<file path="config.mk">
export PLATFORM = sky130hd
export DESIGN_NAME = dataflow_rx
export DESIGN_NICKNAME = d
export VERILOG_FILES = /design/src/rtl/dataflow_rx.sv
export SDC_FILE = /design/constraint.sdc
export NUM_CORES = 1
export LEC_CHECK = 0
export ABC_AREA = 1
export BUFFER_PORTS_ARGS = -buffer_cell sky130_fd_sc_hd__buf_4
export CORE_MARGIN = 2
export CORE_UTILIZATION = 50
export DETAILED_ROUTE_END_ITERATION = 10
export GPL_ROUTABILITY_DRIVEN = 0
export PLACE_DENSITY = 0.72
export SLEW_MARGIN = 30
export SYNTH_ARGS = -nofsm -noshare
export SYNTH_HDL_FRONTEND = slang
export SYNTH_SLANG_ARGS = --single-unit
</file>
<file path="constraint.sdc">
create_clock -name clk -period 1.3 [get_ports clk]
set_input_delay 0 -clock clk [delete_from_list [all_inputs] [get_ports clk]]
set_output_delay 0 -clock clk [all_outputs]
set_load 0.01 [all_outputs]
</file>
<file path="src/rtl/dataflow_rx.sv">
// dataflow_rx: 16x oversampled receiver for one parity-protected serial frame.
//
//  state  | meaning
//  -------+--------------------------------------------------------------
//  IDLE   | line idle, waiting for Rx = 0 (start edge)
//  START  | counting to mid start bit; Rx = 1 there is a glitch -> IDLE
//  DATA   | sampling n payload bits, LSB first, one per 16 cycles
//  PARITY | sampling the parity bit (only when parity_check was set)
//  STOP   | sampling the stop bit; frame results are published here
//
// The oversample counter is cleared at the start edge and free-runs while
// a frame is in progress. Every sample point of the frame therefore falls
// on the edge where the counter reads 7: T0+8, then every 16 cycles.
module dataflow_rx #(
  parameter int n = 8
) (
  input  logic         clk,
  input  logic         rst_n,
  input  logic         Rx,
  input  logic         parity_check,
  input  logic         parity_type_even_odd,
  output logic [n-1:0] out_buffer,
  output logic         correct,
  output logic         Rx_idle
);

  typedef enum logic [2:0] {
    IDLE   = 3'd0,
    START  = 3'd1,
    DATA   = 3'd2,
    PARITY = 3'd3,
    STOP   = 3'd4
  } state_t;

  localparam logic [n-1:0] FIRST_BIT = {{(n-1){1'b0}}, 1'b1};

  state_t       state;
  state_t       state_nxt;
  logic [3:0]   os_cnt;
  logic [n-1:0] shift_reg;
  logic [n-1:0] bit_mark;
  logic         par_en;
  logic         par_odd;
  logic         parity_ok;
  logic         mid_bit;

  assign mid_bit = (os_cnt == 4'd7);
  assign Rx_idle = (state == IDLE);

  // State register with synchronous active-high reset.
  always_ff @(posedge clk) begin
    if (rst_n) begin
      state <= IDLE;
    end else begin
      state <= state_nxt;
    end
  end

  // Next-state decode; every transition after the start edge waits for mid-bit.
  always_comb begin
    state_nxt = state;
    case (state)
      IDLE: begin
        if (!Rx) state_nxt = START;
      end
      START: begin
        if (mid_bit) state_nxt = Rx ? IDLE : DATA;
      end
      DATA: begin
        if (mid_bit && bit_mark[n-1]) state_nxt = par_en ? PARITY : STOP;
      end
      PARITY: begin
        if (mid_bit) state_nxt = STOP;
      end
      STOP: begin
        if (mid_bit) state_nxt = IDLE;
      end
      default: state_nxt = IDLE;
    endcase
  end

  // Oversample counter, payload shifter, frame configuration and results.
  always_ff @(posedge clk) begin
    if (rst_n) begin
      os_cnt     <= 4'd0;
      shift_reg  <= '0;
      bit_mark   <= '0;
      par_en     <= 1'b0;
      par_odd    <= 1'b0;
      parity_ok  <= 1'b0;
      out_buffer <= '0;
      correct    <= 1'b0;
    end else begin
      if (state == IDLE) begin
        os_cnt <= 4'd0;
      end else begin
        os_cnt <= os_cnt + 4'd1;
      end

      case (state)
        IDLE: begin
          if (!Rx) begin
            // Frame format is latched at the start edge and held to the stop bit.
            par_en    <= parity_check;
            par_odd   <= parity_type_even_odd;
            bit_mark  <= FIRST_BIT;
            parity_ok <= 1'b0;
          end
        end
        DATA: begin
          if (mid_bit) begin
            // Shift in from the top so the first (LSB) bit lands at index 0
            // after n samples; bit_mark tracks which bit is being taken.
            shift_reg <= {Rx, shift_reg[n-1:1]};
            bit_mark  <= bit_mark << 1;
          end
        end
        PARITY: begin
          if (mid_bit) parity_ok <= (Rx == ((^shift_reg) ^ par_odd));
        end
        STOP: begin
          if (mid_bit) begin
            // Payload is published even when the frame is bad.
            out_buffer <= shift_reg;
            correct    <= Rx & (parity_ok | ~par_en);
          end
        end
        default: begin
        end
      endcase
    end
  end

endmodule

</file>
==> impl_metrics.csv <==
group,metric,value,unit
status,status,"finished clean",
drt,drt_iter0_markers,57,
clock_network,clkSinkCount,35,
hold_path,holdPathStages,3,
drt,wl_met1,1620,um
die,die_y,61.3,um
synth,synth_top_cell_by_area,"dfxtp_1",
drt,dr.pass1.iters,4,
drt,met3WireLength,135,um
die,fp-row-count,20,
timing,min_period_over_period,99.5,%
synth,syn-num-nets,217,
timing,max_freq,773,MHz
clock_network,htree_num_levels,2,
clock_network,cts_tree,"built",
final_layout,final_util,65.7,%
synth,ys_top_cells_by_area,"dfxtp_1 (43%), nand2_1 (8.9%), nor2_1 (6.9%)",
timing,min_period,1.29,ns
hold_path,hp-start,"rst_n",
hold_path,min_to,"bit_mark[5]",
global_routing,overflow,0,
final_layout,diodes,0,
clock_network,path_clk_slew,0.10,ns
synth,postSynthCellCount,211,
synth,syn_area_per_cell,7.77,um^2
place,dp_hpwl,2100,um
hold_path,holdCritPathClass,"input port to register",
synth,synth_cell_types,30,
timing,grt_setup_unrepaired,"true",
clock_network,clock_path_buffers,2,
synth,yosysTopAreaCellShare,42.7,%
timing,slew_violations,0,
timing,worst_slew_pin_slew,0.242,ns
pwr,powerDensity,1630,nW/um^2
clock_network,cts_made_buffers,5,
clock_network,cts-root-buf,"clkbuf_4",
final_layout,stdcell_count,288,
timing,fin_ws,0.00601,ns
final_layout,drive_above_1_share,33.2,%
final_layout,finish.net_count,249,
timing,skew,0.00533,ns
drt,routed-via-count,1387,
die,start_util,53.3,%
place,place_ws,-0.0465,ns
die,io_pins,15,
place,io_buffers,14,
setup_path,endpoint_kind,"register",
setup_path,cp_max_fo,8,
final_layout,final_common_cell,"nand2_1",
clock_network,insertion_delay,0.33,ns
setup_path,reg2reg_from,"os_cnt[0]",
drt,drcViolationCount,0,
pwr,p_leak,0.902,nW
drt,routed_wl,3240,um
synth,synth_area,1640,um^2
place,place_area,1820,um^2
place,placedCellCount,271,
timing,setup_viol,0,
timing,tns,0,ns
timing,max_slew_margin,83.9,%
die,die_w,61.3,um
setup_path,r2r_slack,0.006,ns
global_routing,grt.total_usage,19.0,%
setup_path,cp.arrival,1.52,ns
synth,yosys_warnings,0,
global_routing,grt_pass1_wl,5200,um
final_layout,syn_to_final_growth,23.3,%
drt,ant_nets,0,
global_routing,antenna_found_initial,0,
drt,wl_met2,1440,um
job,maxCapViolations,0,
die,core,3080,um^2
setup_path,cp.required,1.53,ns
global_routing,grt_start_max_net_pins,20,
global_routing,grt_pass1_vias,1216,
setup_path,reg2reg_to,"bit_mark[4]",
final_layout,most-common-layout-cells,"nand2_1 (37), dfxtp_1 (31), nor2_1 (28)",
setup_path,setup.worst_path.start_class,"register",
drt,viasPerCell,4.82,
drt,wire_per_inst,11.3,um
setup_path,crit_type,"register to register",
timing,finalHoldViolCount,0,
final_layout,final_cell_area,2020,um^2
drt,highest_layer,"met4",
synth,ys_ff_latch,35,
synth,yosysSeqAreaShare,42.7,%
pwr,ir_worst_vdd,819,uV
die,die_area,3750,um^2
setup_path,r2r.worst_path.cells,10,
-- repair_timing --
action	in CTS	in global routing
hold buffers	4	0
setup endpoints to repair	23	24
resized for setup	10	15
gates cloned	0	0
pin swaps	4	4
hold endpoints to repair	9	0
setup buffers	1	4
-- cell type report --
class | instances | area (um^2)
Clock buffer | 7 | 45.0
Inverter | 22 | 103
Timing Repair Buffer | 30 | 239
Fill cell | 284 | 1060
Clock inverter | 1 | 5.00
Sequential cell | 35 | 706
Tap cell | 44 | 55.1
Multi-Input combinational cell | 149 | 868
-- worst max-delay path: stages, from the launching register on --
cell     delay (ns)
dfxtp_2        0.36
ha_4           0.13
nand2_2        0.04
inv_2          0.07
nand2_4        0.07
nor2_4         0.14
inv_6          0.06
nand2_8        0.09
inv_8          0.05
a21oi_2        0.10
nor2_1         0.05
-- stage by stage --
step,total power [W],hold slack [ns]
2_1_floorplan,0.00229,0.190
3_3_place_gp,0.00251,0.251
3_5_place_dp,0.00252,0.255
4_1_cts,0.00314,0.428
5_1_grt,0.00353,0.429
6_report,0.00329,0.453
-- worst max path at each step --
stage	startpoint	to	slack, ns	cells after the start
finish	os_cnt[0]	bit_mark[4]	0.006	10
CTS	os_cnt[1]	bit_mark[2]	-0.007	10
global placement	os_cnt[0]	bit_mark[4]	-0.01	10
global route	state[1]	out_buffer[3]	-0.08	6
detailed placement	os_cnt[0]	bit_mark[2]	-0.05	10
floorplan	os_cnt[0]	bit_mark[4]	0.0007	10
-- power breakdown --
| group | internal (W) | switching, W |
|---|---|---|
| clock | 0.000211 | 0.000349 |
| sequential | 0.00121 | 0.000110 |
| combinational | 0.000523 | 0.000890 |
-- cells by family after synthesis --
group,count (synthesis),share of synthesized area [%]
flip-flops,35,42.7
adder cells (fa/ha/maj),1,0.763
buffers and inverters,27,8.02
XOR/XNOR,5,2.67
AND/OR/NAND/NOR,96,29.2
AO/OA/AOI/OAI,47,16.6
-- routing by layer --
| layer | GRT usage (%) | vias to the layer above |
|---|---|---|
| met4 | 7.45 | 0 |
| met3 | 5.88 | 7 |
| met5 | 0 | - |
| met2 | 28.0 | 26 |
| met1 | 26.0 | 612 |
| li1 | - | 742 |
-- cells in the mapped netlist --
cell,instances
inv_4,1
nand3_2,1
o21ai_0,21
inv_6,2
inv_1,12
dfxtp_1,35
o211ai_1,1
nand2_8,2
nor2_2,2
nand2_2,6
buf_6,2
o22ai_1,1
buf_2,2
a21oi_1,14
clkbuf_1,1
nand3_1,9
a211oi_2,1
a21oi_2,6
nor2_1,30
xnor2_1,2
inv_2,7
ha_1,1
nand3_4,2
xor2_1,3
o21ai_2,1
nor3_1,2
o21ai_1,2
nand2_1,39
nor2_4,2
nand4_1,1
No activity file was read; power rests on OpenSTA's default activity.
